<file path="config.mk">
export PLATFORM = sky130hd
export DESIGN_NAME = hazard_ctrl
export DESIGN_NICKNAME = d
export VERILOG_FILES = /design/src/rtl/hazard_ctrl.sv
export SDC_FILE = /design/constraint.sdc
export NUM_CORES = 1
export LEC_CHECK = 0
export CORE_ASPECT_RATIO = 0.5
export CORE_MARGIN = 1.5
export CORE_UTILIZATION = 50
export DETAILED_ROUTE_END_ITERATION = 8
export PLACE_DENSITY_LB_ADDON = 0.15
export SLEW_MARGIN = 20
export SYNTH_ARGS = -nofsm -noshare
export SYNTH_HDL_FRONTEND = slang
export SYNTH_SLANG_ARGS = --single-unit
</file>
<file path="constraint.sdc">
create_clock -name clk -period 5 [get_ports clk]
set_input_delay 0.75 -clock clk [delete_from_list [all_inputs] [get_ports clk]]
set_output_delay 0.75 -clock clk [all_outputs]
set_load 0.03 [all_outputs]
</file>
<file path="src/rtl/hazard_ctrl.sv">
// Pipeline hazard control for the 5-stage core: drives the pipe_reg write
// enables and flushes, plus the PC write enable. It detects memory waits,
// taken branches and load-use hazards, and keeps saturating stall/flush
// counters and a sticky memory-timeout flag.
module hazard_ctrl #(
  parameter int unsigned CNT_W       = 16,
  parameter int unsigned MEM_TIMEOUT = 64
) (
  input  logic             clk,
  input  logic             rst,
  input  logic [4:0]       id_rs1,
  input  logic [4:0]       id_rs2,
  input  logic             id_rs1_used,
  input  logic             id_rs2_used,
  input  logic [4:0]       ex_rd,
  input  logic             ex_mem_read,
  input  logic             ex_branch_taken,
  input  logic             mem_req,
  input  logic             mem_ready,
  output logic             pc_we,
  output logic             ifid_we,
  output logic             ifid_flush,
  output logic             idex_we,
  output logic             idex_flush,
  output logic             exmem_we,
  output logic             exmem_flush,
  output logic             memwb_we,
  output logic             memwb_flush,
  output logic [CNT_W-1:0] stall_cnt,
  output logic [CNT_W-1:0] flush_cnt,
  output logic             timeout_err,
  output logic [1:0]       state
);

  typedef enum logic [1:0] {
    RUN      = 2'd0,
    MEM_WAIT = 2'd1,
    LU_STALL = 2'd2
  } state_t;

  localparam int unsigned WC_W = $clog2(MEM_TIMEOUT + 1);

  localparam logic [CNT_W-1:0] CNT_ONE = CNT_W'(1);
  localparam logic [WC_W-1:0]  WC_ONE  = WC_W'(1);
  localparam logic [WC_W-1:0]  WC_MAX  = WC_W'(MEM_TIMEOUT);
  localparam logic [WC_W-1:0]  WC_LAST = WC_W'(MEM_TIMEOUT - 1);

  state_t          cur_state;
  state_t          nxt_state;
  logic            mem_wait;
  logic            load_use;
  logic            flush_ev;
  logic [WC_W-1:0] wait_cnt;

  // Once in MEM_WAIT the stall holds until the memory reports ready.
  assign mem_wait = (mem_req || (cur_state == MEM_WAIT)) && !mem_ready;

  assign load_use = ex_mem_read && (ex_rd != 5'd0) &&
                    ((id_rs1_used && (id_rs1 == ex_rd)) ||
                     (id_rs2_used && (id_rs2 == ex_rd)));

  assign flush_ev = !rst && !mem_wait && ex_branch_taken;

  assign state = cur_state;

  // State register.
  always_ff @(posedge clk) begin
    if (rst) cur_state <= RUN;
    else     cur_state <= nxt_state;
  end

  // Next state and pipeline controls, by event priority.
  always_comb begin
    nxt_state   = RUN;
    pc_we       = 1'b1;
    ifid_we     = 1'b1;
    ifid_flush  = 1'b0;
    idex_we     = 1'b1;
    idex_flush  = 1'b0;
    exmem_we    = 1'b1;
    exmem_flush = 1'b0;
    memwb_we    = 1'b1;
    memwb_flush = 1'b0;
    if (rst) begin
      pc_we       = 1'b0;
      ifid_we     = 1'b0;
      ifid_flush  = 1'b1;
      idex_we     = 1'b0;
      idex_flush  = 1'b1;
      exmem_we    = 1'b0;
      exmem_flush = 1'b1;
      memwb_we    = 1'b0;
      memwb_flush = 1'b1;
    end else if (mem_wait) begin
      pc_we       = 1'b0;
      ifid_we     = 1'b0;
      idex_we     = 1'b0;
      exmem_we    = 1'b0;
      memwb_flush = 1'b1;
      nxt_state   = MEM_WAIT;
    end else if (ex_branch_taken) begin
      ifid_flush  = 1'b1;
      idex_flush  = 1'b1;
    end else if (load_use) begin
      pc_we       = 1'b0;
      ifid_we     = 1'b0;
      idex_flush  = 1'b1;
      nxt_state   = LU_STALL;
    end
  end

  // Saturating event counters, wait-length tracking and sticky timeout.
  always_ff @(posedge clk) begin
    if (rst) begin
      stall_cnt   <= '0;
      flush_cnt   <= '0;
      wait_cnt    <= '0;
      timeout_err <= 1'b0;
    end else begin
      if (!pc_we && (stall_cnt != '1)) stall_cnt <= stall_cnt + CNT_ONE;
      if (flush_ev && (flush_cnt != '1)) flush_cnt <= flush_cnt + CNT_ONE;
      if (mem_wait) begin
        if (wait_cnt != WC_MAX) wait_cnt <= wait_cnt + WC_ONE;
        if (wait_cnt >= WC_LAST) timeout_err <= 1'b1;
      end else begin
        wait_cnt <= '0;
      end
    end
  end

endmodule
</file>
* After elaboration in Yosys (flattened, before gate mapping) *
Index checks and enable logic that the tools add are counted.

operators by class
  $add $sub $neg = 3
  magnitude comparators = 1
  equal/unequal tests = 6
  reductions and logical operators = 19
  mux-type cells = 20
  bitwise gates (word level) = 1

operators by type and width
  kind                                                 count
  adder 16 x 1 -> 16 bit, second input constant        2
  != test 16 bit, second input constant                2
  2-to-1 mux 1 bit                                     19
  == test 5 bit                                        2
  logical AND 1 bit                                    9
  adder 7 x 1 -> 7 bit, second input constant          1
  >= comparator 7 x 6 -> 1 bit, second input constant  1
  != test 7 bit, second input constant                 1
  nonzero test 5 bit                                   1
  zero test 1 bit                                      4
  OR reduction 3 bit                                   1
  == test 2 x 1 -> 1 bit, second input constant        1
  logical OR 1 bit                                     2
  2-to-1 mux 2 bit                                     1
  AND reduction 2 bit                                  1
  OR reduction 2 bit                                   1
  NOT 1 bit                                            1

storage, ports and cells
  output and inout bits = 44
  register bits = 42
  bits of input ports = 23
  logic and storage cells = 56

* Logic depth before layout (Yosys ltp) *
Gate-level depths: netlist of the first run.

  word-level depth = 10
  depth in mapped cells = 9
  mapped depth without buffers = 7

* Worst setup path after synthesis of the first run *
Ideal clock, no wire load.

  path type = input port to output port
  start = input rst
  end = output pc_we
  arrival = 2.644 ns
  cell stages on the path = 8
  buffers on the path = 4
  path slack = 1.606 ns
  required time = 4.250 ns
  path through = clkbuf_1 inv_2 nand2_1 inv_1 o31a_1 buf_2 buf_2 buf_4

on the way
  longest elaborated chain between the ends = 1

RTL lines
  what                line  text
  start: declaration  10    input logic rst,
  2-to-1 mux 1 bit    n/a
  end: declaration    20    output logic pc_we,

Every way passes these cells.

* Worst setup path after layout of the first run *
  start = input ex_rd[1]
  end = output pc_we

on the way
  longest elaborated chain between the ends = 8
  elaborated cells between the ends (all ways) = 12
  classes of those cells = eq/ne (2); mux (4); reduce/logical (6)

RTL lines
  what                                         line    text
  start: declaration                           15      input logic [4:0] ex_rd,
  == test 5 bit, on equally long branches      59, 60
  logical AND 1 bit, on equally long branches  59, 60
  logical OR 1 bit                             59      ((id_rs1_used && (id_rs1 == ex_rd)) ||
  logical AND 1 bit *                          58      assign load_use = ex_mem_read && (ex_rd != 5'd0) &&
  2-to-1 mux 1 bit *                           104     end else if (load_use) begin
  2-to-1 mux 1 bit *                           101     end else if (ex_branch_taken) begin
  2-to-1 mux 1 bit *                           94      end else if (mem_wait) begin
  2-to-1 mux 1 bit *                           84      if (rst) begin

Mark *: on every way between the ends. The rest lies on a longest branch, timed or not.

==> results.md, run 1 <==
- Status: finished clean
- Finished Cell Area: around 3000 um2
- DRC Markers: 0
- Antenna violations before repair: 0
- RSZ-0062 raised after global routing: false
- Cell taking the most area after synthesis: dfxtp_1
- Dpl cell area: around 2800 um2
- Worst hold path class: reg -> reg
- Nets@finish: 344
- Routed WL per cell: around 14 um
- Sw power: between 0.15 and 0.2 mW
- Clk pwr share: 39.2%
- Seq pwr share: 48.3%
- Clk buf depth: 2
- Initial DRC Count: between 50 and 60
- Max Fclk: about 240 MHz
- CTS tree: done
- Initial Utilization: between 50 and 60%
- Pleak: 1.04 nW
- Synth top cells by count: dfxtp_1, nor2_1, a21oi_1, xor2_1, nand3_1
- Largest net degree at the start of global routing: 38
- Clock sink total: between 40 and 50
- # resized after CTS: 0
- Post-CTS Setup Bufs: 0
- Fin crit share: a little over four fifths
- Post-synthesis sequential area ratio: 38.8%
- Switch share: between 20% and 30%
- Top post-synthesis cells by area: dfxtp_1, xor2_1, a21oi_1
- Synthesized flop and latch total: 42
- Worst Tran Pin Value: approximately 880 ps
- Share of cells above drive strength 1: approximately 4.7%
- Combinational share of power: ~13%
- Final worst slack: 827 ps
- Netlist Area Pre-Place: approximately 2200 um2
- Detailed Route WL: around 5 mm
- Crit start category: input port
- Reg clk slew, reported paths: 80 ps
- Gr usage total: a little under a quarter
- Vias in the first global route: between 1,500 and 2,000
- GR Overflow Total: 0
- Hold Crit Start: stall_cnt[14]
- Minimum clock period: approximately 4200 ps
- WP data arrival: around 3400 ps
- CTS Buf Count: 5
- Filler Cell Count: 301
- Synth warn: 0
- Setup CP Type: in -> out
- Final HPWL DP: approximately 3.7 mm
- Top-area cell type share of the netlist area: 38.8%
- Synth async-reset ratio: 0%
- Die area: 4760 um2
- Core Area: about 4000 um2
- Die Height: about 50 um
- Clock skew: 4.21 ps
- Cell Rows: 16
- DRT Pass-1 Iters: 4
- Syn_area_per_cell: between 8 and 9 um2
- Worst EP required: ~4300 ps
- Via count: 2,046
- Post-DRT Antenna Nets: 0
- Pwr Total: a little over 0.7 mW
- Worst setup path startpoint: ex_rd[1]
- Clk root buf: clkbuf_8
- Worst VDD drop: approximately 160 uV
- Post-place setup slack: just under 900 ps
- Post-route setup TNS: 0 ps
- Most common cell in the netlist: dfxtp_1
- Hold_buf cts: 0
- Global-route wire length before repair: about 8.3 mm
- Routed vias/inst: ~5.5
- Post-synth cell types: 41
- Slew Viols, Final: 0
- Pwr Density: 240 nW/um2
- Top_reg_cell synth: dfxtp_1
- Layout Area Growth over Synthesis: 36.4%
- Synthesized Nets: 282
- # IOs: 67
- Clock H-tree levels: 2
- Routability cong.: 0.853
- Fin. Hold Viols: 0
- Diode count: 0
- IO buf count: between 60 and 70
- Clock Latency Late Sink: 290 ps
- Max-cap viol count: 0
- Die X-Extent: approximately 96 um
- Reg-to-Reg Start: flush_cnt[0]
- Max_slew headroom: around two fifths
- Syn Inst Count: between 200 and 300
- Final setup violation count: 0
- Post-synth EDFFs: 0
- Int Pwr: between 0.5 and 0.6 mW
- Crit-path max FO: 21
- Critical path capture point type: output port
-- final timing paths --
kind | cells after the start | end | slack [ps]
worst max-delay path | 5 | pc_we | 830
worst min-delay path | 2 | stall_cnt[14] | 490
worst max register to register | 7 | flush_cnt[5] | 2550
worst min register to register | 2 | stall_cnt[14] | 490
-- layout make-up --
type                            instances  area, um2  share of cell area (%)
Clock buffer                            6       82.6                    2.79
Inverter                                7       26.3                   0.889
Tap cell                               54       67.6                    2.29
Sequential cell                        42        841                    28.4
Multi-Input combinational cell        192       1230                    41.5
Timing Repair Buffer                   69        683                    23.1
Clock inverter                          1       30.0                    1.02
-- state kept, by name (all words and copies together), names as in the netlist --
name / cells
wait_cnt: 7
timeout_err: 1
flush_cnt: 16
state: 2
stall_cnt: 16
-- cell families (layout without fill, tap and decap cells) --
kind of cell,count (synthesis),after routing,share of synthesized area [%]
AND/OR/NAND/NOR,110,110,28.0
AO/OA/AOI/OAI,49,49,14.0
flip-flops,42,42,38.8
XOR/XNOR,24,24,9.69
buffers and inverters,21,83,4.67
multiplexers,5,5,2.48
adder cells (fa/ha/maj),4,4,2.31
-- cell usage in the layout (no fill, tap or decap), drive strengths merged --
cell type / synthesis / routed
o21ai: 10 / 10
and4: 2 / 2
o21bai: 1 / 1
o31ai: 9 / 9
or3: 8 / 8
a21oi: 20 / 20
o31a: 1 / 1
nand4b: 1 / 1
nor2b: 4 / 4
clkbuf: 4 / 6
nand2: 15 / 15
clkdlybuf4s50: 0 / 66
buf: 10 / 3
nor2: 25 / 25
xnor2: 5 / 5
o311ai: 2 / 2
a32oi: 1 / 1
o21ba: 1 / 1
mux2i: 2 / 2
mux2: 3 / 3
and3: 7 / 7
and2: 3 / 3
nor4b: 2 / 2
dfxtp: 42 / 42
or3b: 1 / 1
a31o: 1 / 1
nor4: 6 / 6
nand3: 16 / 16
bufinv: 0 / 1
o2111ai: 1 / 1
nand4: 10 / 10
inv: 7 / 7
o41ai: 1 / 1
xor2: 19 / 19
or4: 10 / 10
a21o: 1 / 1
ha: 4 / 4
-- power by group through the flow --
stage | logic (mW) | clock network [mW] | registers (mW)
finish | 0.0887 | 0.278 | 0.343
global route | 0.0955 | 0.297 | 0.344
CTS | 0.0887 | 0.281 | 0.343
detailed placement | 0.0879 | 0 | 0.350
global placement | 0.0862 | 0 | 0.350
floorplan | 0.0433 | 0 | 0.356
-- critical path: stages --
cell and delay (ps):
clkdlybuf4s50_1 480, or4_1 550, o21ai_1 210, o31a_1 620, clkdlybuf4s50_1 810
-- through the flow --
step           hold WS (ps)  utilization, %  cells
3_3_place_gp            472            70.7    364
3_5_place_dp            484            70.7    364
6_report                494            73.5    371
4_1_cts                 499            73.5    371
2_1_floorplan           495               -    255
5_1_grt                 513            73.5    371
-- per-layer routing --
metal / track usage [%] / wire [um] / up-vias
li1: - / - / 1054
met1: 28.5 / 2400 / 949
met2: 37.7 / 2430 / 38
met3: 7.10 / 209 / 5
met4: 5.88 / 44 / 0
met5: 0 / 0 / -
No activity file was read; power rests on OpenSTA's default activity.
==> run 2: changes to the inputs <==
--- a/config.mk
+++ b/config.mk
@@ -7,7 +7,7 @@
 export LEC_CHECK = 0
 export CORE_ASPECT_RATIO = 0.5
 export CORE_MARGIN = 1.5
-export CORE_UTILIZATION = 50
+export CORE_UTILIZATION = 47
 export DETAILED_ROUTE_END_ITERATION = 8
 export PLACE_DENSITY_LB_ADDON = 0.15
 export SLEW_MARGIN = 20
==> constraint.sdc (replaced) <==
create_clock -name clk -period 4.1 [get_ports clk]
set_input_delay 0.615 -clock clk [delete_from_list [all_inputs] [get_ports clk]]
set_output_delay 0.615 -clock clk [all_outputs]
set_load 0.03 [all_outputs]
==> results.md, run 2 (synthesis gave the netlist of run 1 again) <==
- Status: finished clean
- Setup CP Type: in -> out
- Gr usage total: between 20% and 30%
- Final worst slack: between 600 and 700 ps
- Final cell count without fillers: between 300 and 400
- M1 GR Usage: between 20% and 30%
- Crit-path max FO: 3
- Fin. Hold Viols: 0
- Pwr Total: 0.851 mW
- DRC Markers: 0
- Critical path capture point type: output port
- Post-CTS Setup Bufs: 0
- Layout Area Growth over Synthesis: 36.2%
- Final setup violation count: 0
- Initial Utilization: roughly 50%
- # IOs: 67
- Clock sink total: 42
- Clock H-tree levels: 2
- Max-cap viol count: 0
- Final HPWL DP: approximately 3.7 mm
- Worst VDD drop: between 150 and 200 uV
- GR Overflow Total: 0
- Post-DRT Antenna Nets: 0
- WP data arrival: about 2900 ps
- Die area: between 5000 and 6000 um2
- Reg clk slew, reported paths: approximately 80 ps
- Worst hold path class: reg -> reg
- Clock skew: approximately 4.3 ps
- Die Height: between 50 and 60 um
- Hold_buf cts: 0
- Most common cell after layout, fill and taps aside: clkdlybuf4s50_1
- IO buf count: 66
- Routed WL per cell: between 10 and 15 um
- Max Fclk: roughly 290 MHz
- Pwr Density: between 200 and 300 nW/um2
- Cell Rows: 17
- Filler Cell Count: ~390
- Clock Latency Late Sink: between 200 and 300 ps
- Routed vias/inst: approximately 5.6
- Nets@finish: 344
- Post-route setup TNS: 0 ps
- Fin crit share: approximately 85%
- CTS tree: done
- RSZ-0062 raised after global routing: false
- Commonest non-fill, non-tap cells in the layout: clkdlybuf4s50_1, dfxtp_1, nor2_1
- Antenna violations before repair: 0
- Share of cells above drive strength 1: approximately 5.3%
- Minimum clock period: roughly 3500 ps
- Clk root buf: clkbuf_8
- Diode count: 0
- Vias in the first global route: between 1,500 and 2,000
- Fin util: 66.7%
- Initial DRC Count: 47
- Global-route wire length before repair: 8.38 mm
- Crit start category: input port
- Die X-Extent: between 90 and 100 um
- DRT Pass-1 Iters: 6
- Worst EP required: between 3000 and 4000 ps
- Slew Viols, Final: 0
- Clk buf depth: 2
- Largest net degree at the start of global routing: 38
- Post-Place Cells: 367
- GR peak layer: met2
- Routability cong.: 0.830
- Worst Tran Pin Value: 865 ps
- Largest regs: flush_cnt (16), stall_cnt (16), wait_cnt (7)
- Pleak: approximately 1.0 nW
- Post-place setup slack: 589 ps
- Max_slew headroom: a little over two fifths
- Core Area: between 4000 and 5000 um2
- # resized after CTS: 0
- Via count: 2,087
- Met3 Usage GRT: under 10%
- Detailed Route WL: ~5.1 mm
- GR Layer Usage met2: 35.6%
- CTS Buf Count: 5
run 2: routing by layer:
metal | vias up | part of all wire (%) | routed length [um]
met5 | - | 0 | 0
met4 | 0 | 0.45 | 23
met3 | 4 | 4.5 | 230
met2 | 49 | 49 | 2500
met1 | 978 | 46 | 2360
li1 | 1056 | - | -
run 2: power by group:
part	total (mW)	switching [mW]	internal [mW]
clock network	0.326	0.145	0.182
logic	0.107	0.0574	0.0496
registers	0.418	0.00583	0.412
total	0.851	0.208	0.643
run 2: final timing paths:
path / from / to / slack (ps) / depth (start not counted)
worst max-delay path: ex_rd[3] / idex_flush / 600 / 6
worst min-delay path: timeout_err / timeout_err / 470 / 2
worst max register to register: stall_cnt[0] / stall_cnt[6] / 1510 / 8
worst min register to register: timeout_err / timeout_err / 470 / 2
run 2: layout make-up:
class	count	area, um2	share of cell area (%)
Tap cell	57	71.3	2.42
Clock buffer	6	72.6	2.46
Clock inverter	2	37.5	1.27
Timing Repair Buffer	69	678	23.0
Multi-Input combinational cell	192	1230	41.5
Sequential cell	42	841	28.5
Inverter	7	26.3	0.890
run 2: worst max-delay path: stages:
cell             delay (ps)
clkdlybuf4s50_1         470
xor2_1                  180
nor4_1                  300
a32oi_1                 180
o311ai_0                390
clkdlybuf4s50_1         750
run 2: per-stage QoR:
| stage | area (um2) | hold WS, ps |
|---|---|---|
| 2_1_floorplan | 2170 | 495 |
| 3_3_place_gp | 2840 | 457 |
| 3_5_place_dp | 2840 | 462 |
| 4_1_cts | 2950 | 483 |
| 5_1_grt | 2950 | 521 |
| 6_report | 2950 | 473 |
==> run 3: changes to the inputs <==
--- a/config.mk
+++ b/config.mk
@@ -5,11 +5,12 @@
 export SDC_FILE = /design/constraint.sdc
 export NUM_CORES = 1
 export LEC_CHECK = 0
+export CAP_MARGIN = 20
 export CORE_ASPECT_RATIO = 0.5
 export CORE_MARGIN = 1.5
 export CORE_UTILIZATION = 47
 export DETAILED_ROUTE_END_ITERATION = 8
-export PLACE_DENSITY_LB_ADDON = 0.15
+export PLACE_DENSITY = 0.77
 export SLEW_MARGIN = 20
 export SYNTH_ARGS = -nofsm -noshare
 export SYNTH_HDL_FRONTEND = slang
==> results.md, run 3 (synthesis gave the netlist of run 1 again) <==
- Post-route setup TNS: 0 ps
- Clock H-tree levels: 2
- Fin. Hold Viols: 0
- # IOs: 67
- Reg clk slew, reported paths: approximately 80 ps
- Max_slew headroom: around two fifths
- RSZ-0062 raised after global routing: false
- Filler Cell Count: around 390
- Pleak: 1.04 nW
- Worst r2r dst: stall_cnt[7]
- R2R setup slack: between 1500 and 2000 ps
- Clock Latency Late Sink: 300 ps
- CTS Buf Count: 5
- Hold path depth: 2
- IO buf count: between 60 and 70
- Global-route wire length before repair: around 8 mm
- Worst hold path class: reg -> reg
- Commonest non-fill, non-tap cells in the layout: clkdlybuf4s50_1, dfxtp_1, nor2_1
- Initial DRC Count: 43
- Setup CP Type: in -> out
- Routability cong.: 0.842
- R2r worst-path depth: 8
- Post-CTS Setup Bufs: 0
- Post-DRT Antenna Nets: 0
- Die X-Extent: about 100 um
- Worst EP required: approximately 3500 ps
- Core Area: 4420 um2
- Hold Crit Start: timeout_err
- CTS tree: done
- Diode count: 0
- Reg-to-Reg Start: stall_cnt[0]
- Detailed Route WL: 5.00 mm
- Initial Utilization: about half
- Largest net degree at the start of global routing: 38
- Most common cell after layout, fill and taps aside: clkdlybuf4s50_1
- Pwr Density: ~290 nW/um2
- Fin crit share: about 84%
- Max-cap viol count: 0
- Slew Viols, Final: 0
- Via count: 2,064
- # resized after CTS: 0
- Clk root buf: clkbuf_8
- Die Height: ~50 um
- Share of cells above drive strength 1: about 5.3%
- Minimum clock period: 3460 ps
- GR Overflow Total: 0
- DRT Pass-1 Iters: 4
- Cell Rows: 17
- Crit-path max FO: 3
- Antenna violations before repair: 0
- Die area: a little over 5000 um2
- Nets@finish: 344
- Vias in the first global route: around 1,900
- Gr usage total: between 20 and 25%
- DRC Markers: 0
- WP data arrival: 2840 ps
- Pwr Total: between 0.8 and 0.9 mW
- Clk buf depth: 2
- Largest regs: flush_cnt (16), stall_cnt (16), wait_cnt (7)
- Hold_buf cts: 0
- Clock skew: 8.16 ps
- Final HPWL DP: about 3.7 mm
- Worst Tran Pin Value: 883 ps
- Max Fclk: 289 MHz
- Final setup violation count: 0
- Routed vias/inst: 5.50
- Worst VDD drop: between 100 and 150 uV
- Layout Area Growth over Synthesis: 36.2%
- Status: finished clean
- WHS Endpoint: timeout_err
- Critical path capture point type: output port
- Clock sink total: 42
- Crit start category: input port
- Routed WL per cell: approximately 13 um
## run 3: cell counts in the layout (fill, tap and decap cells not counted)
Identical to the previous run, type by type.
## run 3: worst max path at each step
stage / end / from / slack [ps] / cells after the start
6_report: idex_flush / ex_rd[3] / 640 / 6
2_1_floorplan: pc_we / rst / 980 / 8
3_5_place_dp: idex_flush / ex_rd[3] / 650 / 6
4_1_cts: idex_flush / ex_rd[3] / 640 / 6
5_1_grt: idex_flush / ex_rd[3] / 490 / 6
3_3_place_gp: idex_flush / ex_rd[3] / 670 / 6
## run 3: worst max-delay path, stage by stage
cell and delay (ps):
clkdlybuf4s50_1 460, xor2_1 180, nor4_1 280, a32oi_1 180
o311ai_0 370, clkdlybuf4s50_1 760
## run 3: through the flow
| stage | setup WS, ps | hold slack [ps] | area [um2] | util [%] | instances |
|---|---|---|---|---|---|
| floorplan | 976 | 495 | 2170 | - | 255 |
| global placement | 670 | 456 | 2840 | 64.3 | 367 |
| detailed placement | 645 | 465 | 2840 | 64.3 | 367 |
| CTS | 637 | 485 | 2950 | 66.7 | 375 |
| global route | 490 | 526 | 2950 | 66.7 | 375 |
| finish | 641 | 474 | 2950 | 66.7 | 375 |
## run 3: cell type report
class / instances / area (um2) / share of cell area [%]
inverters: 7 / 26.3 / 0.890
multi-input cells: 192 / 1230 / 41.5
flip-flops and latches: 42 / 841 / 28.5
clock buffers: 6 / 72.6 / 2.46
well taps: 57 / 71.3 / 2.42
clock inverters: 2 / 37.5 / 1.27
repair buffers: 69 / 678 / 23.0
## run 3: metal layers
| layer | GRT usage [%] | wire [um] |
|---|---|---|
| met3 | 4.79 | 169 |
| met1 | 25.2 | 2290 |
| met2 | 35.5 | 2490 |
| met5 | 0 | 0 |
| met4 | 6.34 | 49 |
## run 3: power by group
part | internal [mW] | switching (mW) | leakage (nW)
Combinational | 0.0497 | 0.0574 | 0.645
Clock | 0.182 | 0.147 | 0.0514
Sequential | 0.412 | 0.00555 | 0.339
